## config.mk

```make
export PLATFORM = sky130hd
export DESIGN_NAME = mem_port_arbiter
export DESIGN_NICKNAME = d
export VERILOG_FILES = /design/src/rtl/mem_arb_pkg.sv /design/src/rtl/mem_arb_select.sv /design/src/rtl/mem_port_arbiter.sv
export SDC_FILE = /design/constraint.sdc
export NUM_CORES = 1
export LEC_CHECK = 0
export BUFFER_PORTS_ARGS = -buffer_cell sky130_fd_sc_hd__clkbuf_2
export CAP_MARGIN = 20
export CORE_MARGIN = 1
export CORE_UTILIZATION = 35
export DETAILED_ROUTE_END_ITERATION = 12
export SETUP_SLACK_MARGIN = 0.3
export SLEW_MARGIN = 20
export SYNTH_ARGS = -nofsm -noshare
export SYNTH_HDL_FRONTEND = slang
export SYNTH_SLANG_ARGS = --single-unit
export TNS_END_PERCENT = 5
```

## constraint.sdc

```tcl
create_clock -name clk -period 2.4 [get_ports clk]
set_clock_uncertainty 0.05 [all_clocks]
set_input_delay 0.12 -clock clk [delete_from_list [all_inputs] [get_ports clk]]
set_output_delay 0.12 -clock clk [all_outputs]
set_load 0.01 [all_outputs]
```

## src/rtl/mem_arb_pkg.sv

```systemverilog
// rtl/mem_arb_pkg.sv - shared types and constants for the memory port arbiter
// Contents: FSM state encoding, requester port IDs, default widths/limits.

package mem_arb_pkg;

    typedef enum logic [1:0] {
        IDLE    = 2'b00,
        IF_BUSY = 2'b01,
        DM_BUSY = 2'b10
    } state_t;

    localparam logic PORT_IF = 1'b0;
    localparam logic PORT_DM = 1'b1;

    localparam int DEF_ADDR_W     = 32;
    localparam int DEF_DATA_W     = 32;
    localparam int DEF_FAIR_LIMIT = 4;
    localparam int FAIR_W         = 4;

endpackage

```

## src/rtl/mem_arb_select.sv

```systemverilog
// rtl/mem_arb_select.sv - grant selection with saturating DM-over-IF fairness counter
// Ports:
//   clk, reset         clock, async active-low reset
//   idle               arbiter is in IDLE and may grant this cycle
//   if_req, dm_req     raw requests
//   if_done, dm_done   completion pulses; a port in its done cycle is not a candidate
//   grant_valid        a grant is made this cycle
//   grant_port         PORT_IF or PORT_DM, meaningful when grant_valid=1

module mem_arb_select
    import mem_arb_pkg::*;
#(
    parameter int FAIR_LIMIT = DEF_FAIR_LIMIT
) (
    input  logic clk,
    input  logic reset,
    input  logic idle,
    input  logic if_req,
    input  logic dm_req,
    input  logic if_done,
    input  logic dm_done,
    output logic grant_valid,
    output logic grant_port
);

    localparam logic [FAIR_W-1:0] LIMIT = FAIR_W'(FAIR_LIMIT);

    logic [FAIR_W-1:0] fair_cnt;
    logic              if_cand;
    logic              dm_cand;

    // A requester whose done pulses this cycle is still holding its request
    // only because it has not yet seen the pulse; it must not be re-granted.
    assign if_cand = if_req & ~if_done;
    assign dm_cand = dm_req & ~dm_done;

    always_comb begin
        grant_valid = idle & (if_cand | dm_cand);
        grant_port  = PORT_IF;
        if (dm_cand && !(if_cand && fair_cnt == LIMIT)) begin
            grant_port = PORT_DM;
        end
    end

    always_ff @(posedge clk or negedge reset) begin
        if (!reset) begin
            fair_cnt <= '0;
        end else if (grant_valid) begin
            if (grant_port == PORT_IF || !if_req) begin
                fair_cnt <= '0;
            end else if (fair_cnt != LIMIT) begin
                fair_cnt <= fair_cnt + 1'b1;
            end
        end
    end

endmodule

```

## src/rtl/mem_port_arbiter.sv

```systemverilog
// rtl/mem_port_arbiter.sv - IF/DM arbiter for a shared single-ported memory
// Ports:
//   clk, reset                         clock, async active-low reset
//   if_req/if_addr/if_rdata/if_done    instruction fetch read port
//   dm_req/dm_we/dm_addr/dm_wdata/
//   dm_rdata/dm_done                   load/store port
//   mem_req/mem_we/mem_addr/mem_wdata/
//   mem_rdata/mem_ready                registered memory-side handshake
//   pipe_stall                         freeze PC and IF/ID while a requester waits
//   busy                               a transaction is in flight

module mem_port_arbiter
    import mem_arb_pkg::*;
#(
    parameter int ADDR_W     = DEF_ADDR_W,
    parameter int DATA_W     = DEF_DATA_W,
    parameter int FAIR_LIMIT = DEF_FAIR_LIMIT
) (
    input  logic              clk,
    input  logic              reset,
    input  logic              if_req,
    input  logic [ADDR_W-1:0] if_addr,
    output logic [DATA_W-1:0] if_rdata,
    output logic              if_done,
    input  logic              dm_req,
    input  logic              dm_we,
    input  logic [ADDR_W-1:0] dm_addr,
    input  logic [DATA_W-1:0] dm_wdata,
    output logic [DATA_W-1:0] dm_rdata,
    output logic              dm_done,
    output logic              mem_req,
    output logic              mem_we,
    output logic [ADDR_W-1:0] mem_addr,
    output logic [DATA_W-1:0] mem_wdata,
    input  logic [DATA_W-1:0] mem_rdata,
    input  logic              mem_ready,
    output logic              pipe_stall,
    output logic              busy
);

    state_t state;
    state_t next_state;
    logic   grant_valid;
    logic   grant_port;
    logic   idle;

    assign idle = (state == IDLE);

    mem_arb_select #(
        .FAIR_LIMIT (FAIR_LIMIT)
    ) u_select (
        .clk         (clk),
        .reset       (reset),
        .idle        (idle),
        .if_req      (if_req),
        .dm_req      (dm_req),
        .if_done     (if_done),
        .dm_done     (dm_done),
        .grant_valid (grant_valid),
        .grant_port  (grant_port)
    );

    always_ff @(posedge clk or negedge reset) begin
        if (!reset) begin
            state <= IDLE;
        end else begin
            state <= next_state;
        end
    end

    always_comb begin
        next_state = state;
        busy       = !idle;
        pipe_stall = (if_req & ~if_done) | (dm_req & ~dm_done);
        case (state)
            IDLE: begin
                if (grant_valid) begin
                    next_state = (grant_port == PORT_DM) ? DM_BUSY : IF_BUSY;
                end
            end
            IF_BUSY, DM_BUSY: begin
                if (mem_ready) begin
                    next_state = IDLE;
                end
            end
            default: next_state = IDLE;
        endcase
    end

    // Datapath: mem_* load on the grant edge and hold until completion;
    // done pulses are single-cycle and default low every edge.
    always_ff @(posedge clk or negedge reset) begin
        if (!reset) begin
            mem_req   <= 1'b0;
            mem_we    <= 1'b0;
            mem_addr  <= '0;
            mem_wdata <= '0;
            if_rdata  <= '0;
            dm_rdata  <= '0;
            if_done   <= 1'b0;
            dm_done   <= 1'b0;
        end else begin
            if_done <= 1'b0;
            dm_done <= 1'b0;
            case (state)
                IDLE: begin
                    if (grant_valid) begin
                        mem_req <= 1'b1;
                        if (grant_port == PORT_DM) begin
                            mem_we    <= dm_we;
                            mem_addr  <= dm_addr;
                            mem_wdata <= dm_wdata;
                        end else begin
                            mem_we    <= 1'b0;
                            mem_addr  <= if_addr;
                            mem_wdata <= '0;
                        end
                    end
                end
                IF_BUSY: begin
                    if (mem_ready) begin
                        if_rdata <= mem_rdata;
                        if_done  <= 1'b1;
                        mem_req  <= 1'b0;
                        mem_we   <= 1'b0;
                    end
                end
                DM_BUSY: begin
                    if (mem_ready) begin
                        if (!mem_we) begin
                            dm_rdata <= mem_rdata;
                        end
                        dm_done <= 1'b1;
                        mem_req <= 1'b0;
                        mem_we  <= 1'b0;
                    end
                end
                default: ;
            endcase
        end
    end

endmodule

```

# After elaboration in Yosys (flattened, before gate mapping)
# Index checks and enable logic that the tools add are counted.
[word_totals]
ff_bits = 138
in_bits = 134
[op_classes]
addsub = 1
n_eq_ne = 6
muxes = 18
n_bitwise = 8
reduce_logical = 16
[ops]
columns = ["operator", "n"]
rows = [
  ["two-way mux 32 bit", 2],
  ["two-way mux 1 bit", 8],
  ["two-way mux 4 bit", 2],
  ["AND reduction 2 bit", 4],
  ["two-way mux 2 bit", 3],
  ["AND reduction 3 bit", 2],
  ["adder 4 x 1 -> 4 bit, second input constant", 1],
  ["equality test 4 x 3 -> 1 bit, second input constant", 1],
  ["!= test 4 x 3 -> 1 bit, second input constant", 1],
  ["inverter 1 bit", 4],
  ["one-hot mux 1 bit (2 select lines)", 2],
  ["one-hot mux 2 bit (2 select lines)", 1],
  ["nonzero test 2 bit", 2],
  ["bitwise AND 1 bit", 3],
  ["logical NOT 1 bit", 3],
  ["equality test 2 x 1 -> 1 bit, second input constant", 1],
  ["equality test 2 bit, second input constant", 1],
  ["logical AND 1 bit", 2],
  ["logical NOT 2 bit", 1],
  ["!= test 2 x 1 -> 1 bit, second input constant", 1],
  ["!= test 2 bit, second input constant", 1],
  ["OR reduction 2 bit", 1],
  ["logical OR 1 bit", 1],
  ["bitwise OR 1 bit", 1],
]

# Depth between registers and ports, before layout
[depth]
word_depth = 10
ltp_mapped = 8

# Hierarchy
# A second synthesis with hierarchy kept.
[hier_totals]
hier_cells = 482
hier_area_um2 = 5853.1
[by_module_without_submodules]
columns = ["mod", "instances", "cells_per_inst", "area_per_inst_um2", "seq_area_each_um2"]
rows = [
  ["mem_port_arbiter", 1, 452, 5550.3, 3353.2],
  ["mem_arb_select", 1, 30, 302.8, 100.1],
]

# Worst setup path before layout
# OpenSTA, ideal clock, no wires.
[synth_timing]
kind = "register to register"
startpoint = "register state[0]"
endpoint = "register dm_rdata[0]"
setup_ps = 125
t_arrival_ps = 1423
required_ps = 2225
slack_ps = 803
stages_incl_launch_ff = 7
n_path_buf = 1
period_less_slack_ps = 1597
cell_sequence = "dfrtp_1 -> inv_1 -> ha_1 -> and2_1 -> nand2_1 -> buf_2 -> mux2_2"
[synth_via]
elab_chain_len = 2
[synth_rtl]
columns = ["element", "line_no", "source"]
rows = [
  ["start, declared", "mem_port_arbiter.sv:41", "state_t state;"],
  ["start signal, assigned", "mem_port_arbiter.sv:67", "state <= next_state;"],
  ["equality test 2 bit", "mem_port_arbiter.sv:105", "case (state)"],
  ["AND reduction 3 bit (no line)", "--", ""],
  ["end signal, assigned", "mem_port_arbiter.sv:131", "dm_rdata <= mem_rdata;"],
  ["end, declared", "mem_port_arbiter.sv:29", "output logic [DATA_W-1:0] dm_rdata,"],
]
# No other way between the ends.
# A chain may end at the register's enable or synchronous reset.

# Worst setup path in the final report
[layout_timing]
startpoint = "register state[0]"
endpoint = "register mem_req"
[layout_via]
elab_chain_len = 4
[layout_rtl]
columns = ["element", "line_no", "source"]
rows = [
  ["equality test 2 x 1 -> 1 bit (tied with other cells)", "mem_port_arbiter.sv:105", ""],
  ["OR reduction 2 bit (no line) or bitwise AND 1 bit (tied branches)", "--", ""],
  ["!= test 2 x 1 -> 1 bit (no line) (tied with other cells)", "--", ""],
  ["AND reduction 3 bit (no line)", "--", ""],
  ["end signal, assigned", "mem_port_arbiter.sv:108", "mem_req <= 1'b1;"],
  ["end signal, assigned", "mem_port_arbiter.sv:124", "mem_req <= 1'b0;"],
  ["end signal, assigned", "mem_port_arbiter.sv:134", "mem_req <= 1'b0;"],
  ["end, declared", "mem_port_arbiter.sv:31", "output logic mem_req,"],
]
# Several ways; a longest one is shown, not always the timed one.

==> impl_metrics.yaml <==
run_status:
  outcome: "finished, final reports clean"
timing:
  fmaxAchievable_mhz: 530
  setup_viol: 0
  relSlewSlack: 0.397
  hold_viol: 0
  fin_ws_ns: 0.513
  worstMarginPinSlew_ns: 0.904
  final.period_utilization: 0.786
  finalSetupTns_ns: 0
  finalCriticalPeriod_ns: 1.89
  rsz0062_at_grt: "false"
  maxSlewViolCount: 0
clock_network:
  clock_sinks: 138
  clk-insertion-delay-late_ns: 0.41
  ctsLongestPathBuffers: 2
  clkTransAtPathRegs_ns: 0.06
  clockRootBuffer: "clkbuf_16"
  htree_levels: 4
  cts_setup_buffers: 0
  cts_tree: "yes"
  cts-buffers-inserted: 17
worst_setup_path:
  worstSetupStartpoint: "state[0]"
  critPathSlowestCell: "dfrtp_1"
  worstSetupPathType: "flip-flop to flip-flop"
  crit_chain: "inv_1, ha_2, inv_2, a21oi_4, buf_12, o21ai_0, o2bb2ai_1"
  critical_path_arrival_ns: 2.13
  worstSetupEndpointType: "flip-flop"
  worstPathRequired_ns: 2.64
  crit-reg2reg-launch: "state[0]"
  cpPeakStageDelay_ns: 0.40
  cp_max_fo: 66
  startpoint_type: "flip-flop"
layout:
  layout_commonest_cell: "clkbuf_2"
  final_cell_mix: "266 x clkbuf_2, 138 x dfrtp_1, 131 x dlygate4sd3_1"
  n_antenna_cell: 0
  nNetsFinal: 1053
  design_area_sq_um: 9210
  syn_to_final_growth_pct: 60.2
  drive_gt1_frac: 0.426
  final_cells: 1141
pwr:
  power.share.combinational: 0.403
  ir_drop_mv: 0.615
  p_sw_frac: 0.369
  p_leak_nw: 4.62
  seqPwrFrac: 0.370
  power.internal_w: 0.00707
  p_per_area_nw_per_um2: 1220
  p_clk_frac: 0.227
  switchingPower_w: 0.00413
synth:
  yosysSeqAreaShare: 0.601
  synth_nets: 653
  syn_avg_cell_area_sq_um: 11.2
  yosys_warnings: 0
  yosysUniqueCellTypes: 29
  ys_seq_elements: 138
  syn-cell-area_sq_um: 5750
  synth_cells: 514
place:
  portBuffers: 267
  dpl.hpwl_microns: 11300
  dpl_worst_slack_ns: 0.327
  place_congestion: 0.776
  place_inst: 979
  placed_cell_area_sq_um: 7310
floorplan:
  rows: 46
  num_io_pins: 268
  dieHeight_microns: 130
  coreArea_sq_um: 15900
  die_w_microns: 130
  die_area_sq_um: 16900
  initial_core_util: 0.361
global_routing:
  grt_max_degree: 67
  grt_pass1_vias: 5639
  grt_pass1_wl_microns: 27100
  grt_antenna_before_repair: 0
  grt_usage: 0.208
  gr-total-overflow: 0
run:
  cap_viol_max_count: 0
hold_path:
  min_path_type: "input port to flip-flop"
  min_from: "if_req"
detailed_routing:
  final_antenna_net_count: 0
  first_pass_iters: 5
  drc: 0
  via_per_inst: 4.76
  wl_per_cell_microns: 15.5
  vias: 5434
  detail_route.wirelength_microns: 17700
  drtIter0Drc: 255
cell usage after synthesis:
master	instances	share of area
o211a_1	1	0.0017
a21oi_1	57	0.050
nor2b_4	1	0.0024
o32ai_1	1	0.0015
o221ai_2	1	0.0026
mux2_2	64	0.13
o211ai_1	1	0.0013
nand2b_1	5	0.0054
o21a_1	1	0.0013
buf_6	4	0.0078
nand2_1	104	0.068
o22ai_1	3	0.0033
a22oi_1	1	0.0013
nand4_1	1	0.0011
o21ai_2	2	0.0030
a21oi_2	11	0.017
o21ai_0	4	0.0035
inv_2	1	0.00065
buf_2	19	0.017
inv_1	10	0.0065
ha_1	5	0.011
nor2_1	34	0.022
nand3b_4	1	0.0035
o2bb2ai_1	1	0.0015
nand3_1	34	0.030
and2b_4	1	0.0017
buf_4	7	0.0091
dfrtp_1	138	0.60
and2_1	1	0.0011
layer usage:
layer	global-route usage	share of wire
met1	0.223	0.39
met2	0.349	0.48
met3	0.0713	0.090
met4	0.135	0.040
met5	0	0
flip-flops by register name, summed over array words and instances, names as in the netlist:
signal	count
mem_we	1
u_select.fair_cnt	4
state	2
mem_wdata	32
dm_done	1
mem_addr	32
mem_req	1
if_done	1
if_rdata	32
dm_rdata	32
critical path: cells and delay by family (launching register included):
family	cells	cell delay [ns]
AO/OA/AOI/OAI	3	0.41
adder cells (fa/ha/maj)	1	0.36
flip-flops	1	0.40
buffers and inverters	3	0.50
power by group through the flow:
| stage | combinational [W] | clock [W] | sequential, W |
|---|---|---|---|
| 2_1_floorplan | 0.00198 | 0 | 0.00460 |
| 3_3_place_gp | 0.00421 | 0 | 0.00410 |
| 3_5_place_dp | 0.00432 | 0 | 0.00414 |
| 4_1_cts | 0.00449 | 0.00262 | 0.00413 |
| 5_1_grt | 0.00498 | 0.00271 | 0.00428 |
| 6_report | 0.00451 | 0.00255 | 0.00414 |
kinds of logic (layout without fill, tap and decap cells):
logic type	after synthesis	count (layout)	share of synthesized area
DFF	138	138	0.601
adders and majority gates	5	5	0.0109
AOI/OAI and AO/OA	84	85	0.0875
buffers and inverters	41	451	0.0407
and+or+nand+nor	182	182	0.135
muxes	64	64	0.125
final cells by class:
type | instances | area [sq um]
repair buffers | 410 | 2780
flip-flops and latches | 138 | 3450
multi-input cells | 336 | 2090
inverters | 11 | 41.3
clock buffers | 19 | 453
fillers | 1303 | 6730
clock inverters | 11 | 124
well taps | 216 | 270
through the flow:
stage	utilization	hold WS [ns]	power (W)
after detailed placement	0.459	0.0419	0.00846
after CTS	0.577	0.0953	0.0112
after global placement	0.459	0.0347	0.00831
after floorplan	-	-0.226	0.00658
after global routing	0.578	0.148	0.0120
final	0.578	0.115	0.0112
path summary, 6_finish.rpt:
path                                         to  slack [ns]  depth (start not counted)
min in group asynchronous          dm_rdata[25]        0.16                          2
setup / recovery                        mem_req        0.51                          7
hold / removal             u_select.fair_cnt[1]        0.12                          4
max in group asynchronous           mem_addr[8]        1.40                          3
setup reg to reg                        mem_req        0.51                          7
hold reg to reg                    mem_wdata[0]        0.42                          2
repair_timing:
action,CTS,global route
gates resized for setup,0,1
endpoints found under the setup margin,0,31
endpoints found under the hold margin,178,0
hold buffers,131,0
Note: power is estimated with default switching activity, not from simulation.
